`config.mk`:
```
export PLATFORM = sky130hd
export DESIGN_NAME = uart_tx_sched
export DESIGN_NICKNAME = d
export VERILOG_FILES = /design/src/rtl/uart_tx_sched_pkg.sv /design/src/rtl/uart_tx_sched_rr_arbiter.sv /design/src/rtl/uart_tx_sched.sv
export SDC_FILE = /design/constraint.sdc
export NUM_CORES = 1
export LEC_CHECK = 0
export BUFFER_PORTS_ARGS = -buffer_cell sky130_fd_sc_hd__buf_2
export CORE_UTILIZATION = 25
export DETAILED_ROUTE_END_ITERATION = 8
export PLACE_DENSITY = 0.42
export SYNTH_ARGS = -nofsm -noshare
export SYNTH_HDL_FRONTEND = slang
export SYNTH_SLANG_ARGS = --single-unit
export TNS_END_PERCENT = 100
```
`constraint.sdc`:
```
create_clock -name clk -period 3.3 [get_ports clk]
set_clock_uncertainty 0.05 [all_clocks]
set_input_delay 0.33 -clock clk [delete_from_list [all_inputs] [get_ports clk]]
set_output_delay 0.33 -clock clk [all_outputs]
set_load 0.005 [all_outputs]
```
`src/rtl/uart_tx_sched_pkg.sv`:
```
// Shared definitions for the uart_tx_sched block: FSM state encoding,
// a constant-function clog2 and the default UART character width.
package uart_tx_sched_pkg;

  localparam int unsigned DEFAULT_DATA_BITS = 8;

  // Scheduler FSM states (2-bit encoding).
  typedef enum logic [1:0] {
    ST_IDLE      = 2'd0,
    ST_ISSUE     = 2'd1,
    ST_WAIT_BUSY = 2'd2,
    ST_WAIT_DONE = 2'd3
  } state_e;

  // Ceiling log2; clog2(1) = 0.
  function automatic int unsigned clog2(input int unsigned value);
    int unsigned r;
    r = 0;
    for (int unsigned i = 0; i < 32; i++) begin
      if ((64'(1) << i) < 64'(value)) r = i + 1;
    end
    return r;
  endfunction

endpackage

```
`src/rtl/uart_tx_sched_rr_arbiter.sv`:
```
// Combinational round-robin arbiter.
// Searches req starting at ptr+1 (modulo NUM_REQ) and grants the first set bit.
// Ports:
//   req  in  NUM_REQ  request vector
//   ptr  in  IDX_W    index of the previous grantee
//   gnt  out NUM_REQ  one-hot grant (zero when no request)
//   idx  out IDX_W    index of the granted requester
//   any  out 1        at least one request present
module rr_arbiter #(
  parameter int unsigned NUM_REQ = 4,
  parameter int unsigned IDX_W   = 2
) (
  input  logic [NUM_REQ-1:0] req,
  input  logic [IDX_W-1:0]   ptr,
  output logic [NUM_REQ-1:0] gnt,
  output logic [IDX_W-1:0]   idx,
  output logic               any
);

  logic [IDX_W-1:0] cand_c;

  // First set bit after ptr, wrapping; ptr itself is checked last.
  always_comb begin
    gnt    = '0;
    idx    = '0;
    any    = 1'b0;
    cand_c = '0;
    for (int unsigned i = 1; i <= NUM_REQ; i++) begin
      cand_c = IDX_W'((32'(ptr) + i) % NUM_REQ);
      if (!any && req[cand_c]) begin
        any         = 1'b1;
        gnt[cand_c] = 1'b1;
        idx         = cand_c;
      end
    end
  end

endmodule

```
`src/rtl/uart_tx_sched.sv`:
```
// uart_tx_sched: shares one uart_tx between NUM_REQ byte sources.
// Round-robin arbitration, one byte per grant, sequencing the uart_tx
// start/ready handshake: IDLE -> ISSUE -> WAIT_BUSY -> WAIT_DONE -> IDLE.
// Optional feature macro: UART_TX_SCHED_BURST_EN lets the current grantee keep
// the channel for up to MAX_BURST consecutive bytes.
// Ports:
//   clk, rst     clock, asynchronous active-high reset
//   req_valid    requester i has a byte on req_data
//   req_data     byte i at [i*DATA_BITS +: DATA_BITS]
//   req_ack      one-cycle pulse: byte i accepted
//   tx_ready     uart_tx idle
//   tx_start     one-cycle start pulse to uart_tx
//   tx_data      byte to uart_tx, stable while busy
//   grant_id     index of last/current grantee
//   busy         high outside IDLE
//   err_timeout  sticky: uart_tx never went busy after a start
module uart_tx_sched
  import uart_tx_sched_pkg::*;
#(
  parameter int unsigned DATA_BITS    = DEFAULT_DATA_BITS,
  parameter int unsigned NUM_REQ      = 4,
  parameter int unsigned MAX_BURST    = 16,
  parameter int unsigned BUSY_TIMEOUT = 8
) (
  input  logic                           clk,
  input  logic                           rst,
  input  logic [NUM_REQ-1:0]             req_valid,
  input  logic [NUM_REQ*DATA_BITS-1:0]   req_data,
  output logic [NUM_REQ-1:0]             req_ack,
  input  logic                           tx_ready,
  output logic                           tx_start,
  output logic [DATA_BITS-1:0]           tx_data,
  output logic [clog2(NUM_REQ)-1:0]      grant_id,
  output logic                           busy,
  output logic                           err_timeout
);

  localparam int unsigned IDX_W = clog2(NUM_REQ);
  localparam int unsigned TMR_W = clog2(BUSY_TIMEOUT) + 1;

  // Elaboration-time parameter range checks.
  if (NUM_REQ < 2 || NUM_REQ > 8 || MAX_BURST < 1 || BUSY_TIMEOUT < 2) begin : g_bad_param
    $error("uart_tx_sched: parameter out of range");
  end

  state_e             state;
  logic [IDX_W-1:0]   ptr;
  logic [TMR_W-1:0]   timer;

  logic [NUM_REQ-1:0] arb_gnt;
  logic [IDX_W-1:0]   arb_idx;
  logic               arb_any;

  logic [NUM_REQ-1:0]   sel_onehot_c;
  logic [IDX_W-1:0]     sel_idx_c;
  logic                 sel_any_c;
  logic [DATA_BITS-1:0] sel_data_c;

  rr_arbiter #(
    .NUM_REQ (NUM_REQ),
    .IDX_W   (IDX_W)
  ) u_rr_arbiter (
    .req (req_valid),
    .ptr (ptr),
    .gnt (arb_gnt),
    .idx (arb_idx),
    .any (arb_any)
  );

`ifdef UART_TX_SCHED_BURST_EN
  localparam int unsigned BURST_W = clog2(MAX_BURST) + 1;

  logic [BURST_W-1:0] burst_cnt;
  logic               burst_live;   // ptr refers to a real previous grant
  logic               burst_hold_c;

  assign burst_hold_c = burst_live && req_valid[ptr] &&
                        (burst_cnt < BURST_W'(MAX_BURST - 1));

  // Previous grantee is regranted ahead of the round-robin search while its burst lasts.
  always_comb begin
    sel_onehot_c = arb_gnt;
    sel_idx_c    = arb_idx;
    sel_any_c    = arb_any;
    if (burst_hold_c) begin
      sel_onehot_c = NUM_REQ'(1) << ptr;
      sel_idx_c    = ptr;
      sel_any_c    = 1'b1;
    end
  end
`else
  assign sel_onehot_c = arb_gnt;
  assign sel_idx_c    = arb_idx;
  assign sel_any_c    = arb_any;
`endif

  assign sel_data_c = req_data[32'(sel_idx_c)*DATA_BITS +: DATA_BITS];

  // Scheduler FSM with registered outputs.
  always_ff @(posedge clk or posedge rst) begin
    if (rst) begin
      state       <= ST_IDLE;
      ptr         <= IDX_W'(NUM_REQ - 1);
      timer       <= '0;
      tx_start    <= 1'b0;
      tx_data     <= '0;
      req_ack     <= '0;
      grant_id    <= '0;
      busy        <= 1'b0;
      err_timeout <= 1'b0;
`ifdef UART_TX_SCHED_BURST_EN
      burst_cnt   <= '0;
      burst_live  <= 1'b0;
`endif
    end else begin
      tx_start <= 1'b0;
      req_ack  <= '0;
      case (state)
        ST_IDLE: begin
          if (tx_ready && sel_any_c) begin
            tx_data  <= sel_data_c;
            grant_id <= sel_idx_c;
            req_ack  <= sel_onehot_c;
            ptr      <= sel_idx_c;
            busy     <= 1'b1;
            state    <= ST_ISSUE;
`ifdef UART_TX_SCHED_BURST_EN
            burst_live <= 1'b1;
            if (burst_hold_c) burst_cnt <= burst_cnt + BURST_W'(1);
            else              burst_cnt <= '0;
`endif
          end
        end
        ST_ISSUE: begin
          tx_start <= 1'b1;
          timer    <= '0;
          state    <= ST_WAIT_BUSY;
        end
        ST_WAIT_BUSY: begin
          if (!tx_ready) begin
            state <= ST_WAIT_DONE;
          end else if (timer == TMR_W'(BUSY_TIMEOUT - 2)) begin
            // Incremented timer would reach BUSY_TIMEOUT-1: give up on this byte.
            err_timeout <= 1'b1;
            busy        <= 1'b0;
            state       <= ST_IDLE;
          end else begin
            timer <= timer + TMR_W'(1);
          end
        end
        ST_WAIT_DONE: begin
          if (tx_ready) begin
            busy  <= 1'b0;
            state <= ST_IDLE;
          end
        end
        default: state <= ST_IDLE;
      endcase
    end
  end

endmodule

```
* After elaboration in Yosys (flattened, before gate mapping) *
Cells that the tools add are included.

storage, ports and cells
  output and inout bits = 17
  bits in registers = 25
  bits of input ports = 39
  word-level logic and storage cells = 99

operators by class
  shift-type cells = 1
  multiplexer cells = 44
  reduce and logical (&&, ||, !) cells = 19
  bitwise logic cells = 3
  $lt $le $gt $ge = 8
  eq/ne operators = 10
  $add $sub $neg = 5

operators by type and width
  cell                                                               count
  2-to-1 mux 4 bit                                                   8
  variable part select 32 x 6 -> 8 bit                               1
  2-to-1 mux 1 bit                                                   17
  2-to-1 mux 2 bit                                                   8
  less-than comparator 2 x 3 -> 1 bit, second input constant         4
  OR 4 bit                                                           3
  != test 2 bit, second input constant                               5
  AND reduction 3 bit                                                3
  binary-select mux 1 bit (select 2 bit)                             4
  demux 1 bit (select 2 bit)                                         4
  greater-or-equal comparator 2 x 1 -> 1 bit, second input constant  4
  logical AND 1 bit                                                  8
  one-hot mux 2 bit (4 select lines)                                 1
  one-hot mux 4 bit (2 select lines)                                 1
  AND reduction 5 bit                                                1
  adder 2 x 1 -> 2 bit, second input constant                        2
  adder 2 bit, second input constant                                 2
  adder 4 x 1 -> 4 bit, second input constant                        1
  == test 2 bit, second input constant                               2
  == test 4 x 3 -> 1 bit, second input constant                      1
  logical NOT 1 bit                                                  3
  != test 3 bit, second input constant                               1
  one-hot mux 1 bit (3 select lines)                                 1
  nonzero test 3 bit                                                 1
  other kinds (4)                                                    4

* Depth between registers and ports, before layout *
  depth in word-level cells = 16
  gate-level depth with buffers = 11
  mapped depth without buffers = 8

* Hierarchy *
Synthesis repeated with hierarchy kept, for this count alone.

second synthesis, totals
  cell total of the unflattened synthesis = 201
  area total of the unflattened synthesis = 1871.8 µm²

by module, submodules not included
  module         area an instance (µm²)  cells each  seq. area each (µm²)  instances
  uart_tx_sched  1242.4                  115         628.1                 1
  rr_arbiter     629.4                   86          0.0                   1

* Least setup slack after synthesis *
No wires, ideal clock.

  path type = flip-flop to flip-flop
  start point = register ptr[0]
  end point = register tx_data[6]
  required time = 3170 ps
  stages on the path, launching flop included = 11
  path slack = 547 ps
  arrival time = 2623 ps
  period minus slack after synthesis = 2753 ps
  buffers on the path = 2
  library setup time = 80 ps
  path through = dfstp_2 -> buf_6 -> inv_1 -> ha_1 -> mux4_1 -> nor2b_2 -> o21a_1 -> or2_0 -> buf_6 -> a2111o_1 -> o211ai_2

between the ends
  cells in the longest elaborated chain, start to end = 15
  elaborated cells between the ends (all ways) = 29
  classes of those cells = add/sub: 4; shift: 1; mux: 16; reduce/logical: 8

RTL lines
  item                                                           RTL line              source
  from (decl)                                                    uart_tx_sched.sv:47   logic [IDX_W-1:0] ptr;
  from (signal assigned)                                         uart_tx_sched.sv:103  ptr <= IDX_W'(NUM_REQ - 1);
  from (signal assigned)                                         uart_tx_sched.sv:124  ptr <= sel_idx_c;
  branches (longest 15 deep; another with adder 2 x 1 -> 2 bit)  --
  to (signal assigned)                                           uart_tx_sched.sv:121  tx_data <= sel_data_c;
  to (decl)                                                      uart_tx_sched.sv:32   output logic [DATA_BITS-1:0] tx_data,

Several ways; the timed one is not identified. The select of a mux whose other input is x is not followed.
A chain may end at the register's enable or synchronous reset.

* Final worst setup path *
Same ends and word-level chain as after synthesis.

==> results.json <==
{
  "status": "finished with violations",
  "violations": "design-rule violations",
  "crit_required_ns": 3.45,
  "slowest_delay_ns": 0.71,
  "num_rows": 29,
  "antenna_found_initial": 0,
  "rrSetupSlack_ns": 0.20,
  "dieArea_um2": 7150,
  "cts_resized": 0,
  "p_per_area_nw_per_um2": 903,
  "critical_path_class": "flop to flop",
  "avgSynthCellArea_um2": 10.1,
  "tightest_slew_ns": 0.951,
  "synth_edf_count": 0,
  "nets": 270,
  "worstPathArrival_ns": 3.25,
  "netSwitchingFraction_pct": 45.1,
  "grt_max_degree": 26,
  "synth_top_area_share_pct": 33.8,
  "num-fill-cells": 706,
  "drc_errors": 4,
  "yosysWarnings": 0,
  "die_x_um": 84.5,
  "critPathTopFamily": "compound AO/OA/AOI/OAI gates",
  "syn_inst": 168,
  "pwr-share-seq_pct": 30.1,
  "diodes": 0,
  "layout_worst_path_cycle_share_pct": 93.9,
  "fin_area_um2": 2070,
  "wl_mm": 4.12,
  "syn_nets": 217,
  "via_count": 1446,
  "grt_pass1_vias": 1423,
  "postCtsSetupBuffers": 0,
  "viasPerCell": 4.87,
  "cts_tree": "yes",
  "startpoint_type": "flop",
  "cts_root_buffer": "clkbuf_8",
  "clock.fmax_mhz": 323,
  "rsz0062_at_grt": "false",
  "gr-total-overflow": 0,
  "place.port_buffers": 55,
  "drtIter0Drc": 73,
  "ys_seq_area_share_pct": 36.9,
  "drive_above_1_share_pct": 35.0,
  "synth_area_um2": 1700,
  "critical_path.cell_chain": "inv_1, ha_1, mux4_1, nor2b_2, o21a_1, or2_0, a2111o_1, o211ai_2",
  "slew_viol_final": 0,
  "period_needed_ns": 3.10,
  "ant_nets": 0,
  "synthTopCellsByArea": "dfrtp_1, mux2i_1, ha_1",
  "end_kind": "flop",
  "setup_viol": 0,
  "clk_latency_ns": 0.27,
  "leakage_nw": 1.04,
  "layout_commonest_cell": "buf_2",
  "switchingPower_w": 0.000841,
  "ir_drop_uv": 276,
  "detailed_place.area_um2": 2020,
  "ctsHoldBuffers": 0,
  "start_util_pct": 26.4,
  "synthFlopType": "dfrtp_1",
  "clk_pin_slew_ns": 0.09,
  "drtPass1Iterations": 6,
  "die_h_um": 84.5,
  "path_buf_inv": 1,
  "drv_cap": 0,
  "multiInputGateArea_um2": 966,
  "hold_viol_final": 0,
  "cts_buffer_depth": 2,
  "cts_buffers": 3,
  "clock_sinks": 25,
  "grt_pass1_wl_mm": 6.93,
  "seq_area_um2": 628,
  "max_slew_margin_pct": 36.5,
  "htreeDepth": 1,
  "gp_congestion": 0.744,
  "p_comb_share_pct": 59.8,
  "areaGrowthSynthToFinish_pct": 21.4,
  "ys_ff_latch": 25,
  "setup_tns_ns": 0,
  "synth-async-reset-ratio_pct": 100,
  "hpwl_mm": 3.12,
  "ioPinCount": 56,
  "yosysUniqueCellTypes": 42,
  "grt_usage_pct": 12.1,
  "holdCritPathClass": "input port to asynchronous set/reset pin",
  "layout_common_cells": "buf_2, dfrtp_1, nand2_1",
  "intPower_w": 0.00103,
  "crit_fanout": 13,
  "yosys.area.top_type": "dfrtp_1",
  "clkPwrFrac_pct": 10.1,
  "core_um2": 6460,
  "wl_per_cell_um": 13.9,
  "cp_slowest_cell": "dfstp_2"
}
==> worst paths after layout <==
path,from,to,cells past startpoint
min reg2reg,grant_id[0],grant_id[0],2
max,ptr[0],tx_data[6],8
min,rst,grant_id[1],2
min in group clk,req_data[14],tx_data[6],3
max reg2reg,ptr[0],tx_data[6],8
max in group asynchronous,rst,err_timeout,2
==> worst reg2reg max path: stages, from the launching register on <==
cell      delay [ns]
dfstp_2         0.71
inv_1           0.19
ha_1            0.42
mux4_1          0.32
nor2b_2         0.22
o21a_1          0.19
or2_0           0.39
a2111o_1        0.49
o211ai_2        0.06
==> synthesized netlist by cell type (2+ instances only) <==
| library cell | n |
|---|---|
| buf_6 | 3 |
| nor3_1 | 3 |
| ha_1 | 10 |
| o21bai_1 | 7 |
| o21ai_0 | 6 |
| nor2_1 | 15 |
| nand2_1 | 20 |
| dfstp_2 | 2 |
| xnor2_1 | 2 |
| buf_4 | 2 |
| mux2_2 | 4 |
| clkbuf_1 | 3 |
| o211ai_1 | 7 |
| mux2i_1 | 13 |
| a22oi_1 | 4 |
| o2111ai_1 | 7 |
| o21a_1 | 3 |
| a221oi_1 | 4 |
| inv_1 | 8 |
| dfrtp_1 | 23 |
==> state kept, by name, indices dropped and copies added (netlist names) <==
signal       cells
busy             1
err_timeout      1
grant_id         2
ptr              2
req_ack          4
state            2
timer            4
tx_data          8
tx_start         1
==> per-layer routing <==
metal / up-vias / track usage [%] / part of all wire [%]
met5: - / 0 / 0
met4: 0 / 2.31 / 0.53
met3: 2 / 3.64 / 6.8
met2: 52 / 20.2 / 46
met1: 672 / 15.7 / 47
li1: 720 / - / -
==> area by class of cell <==
class                      count  share of cell area [%]
timing repair buffer          58                    14.4
sequential                    25                    30.4
inverter                       8                    1.45
multi-input combinational    125                    46.7
tap                           77                    4.66
clock inverter                 1                   0.363
clock buffer                   3                    2.00
==> power groups by stage <==
stage	logic [W]	clock network [W]	registers [W]
finish	0.00112	0.000189	0.000562
CTS	0.00113	0.000199	0.000565
detailed placement	0.00113	0	0.000570
floorplan	0.000915	0	0.000532
global route	0.00124	0.000213	0.000590
global placement	0.00112	0	0.000573
==> metrics by stage <==
step | std cells | setup slack [ns] | total power [W] | utilization, % | hold WS (ns)
floorplan | 168 | 0.547 | 0.00145 | - | 0.306
CTS | 297 | 0.200 | 0.00189 | 32.0 | 0.260
finish | 297 | 0.202 | 0.00187 | 32.0 | 0.208
global placement | 293 | 0.299 | 0.00169 | 31.2 | 0.414
detailed placement | 293 | 0.208 | 0.00170 | 31.2 | 0.411
global route | 297 | 0.0501 | 0.00204 | 32.0 | 0.309
==> cell families after synthesis <==
family	share of synthesized area, %
AOI/OAI and AO/OA	21.9
and+or+nand+nor	12.8
DFF	36.9
muxes	13.2
buffers and inverters	6.39
adders and majority gates	7.35
xor gates and xnor gates	1.54
No activity file was read; power rests on OpenSTA's default activity.
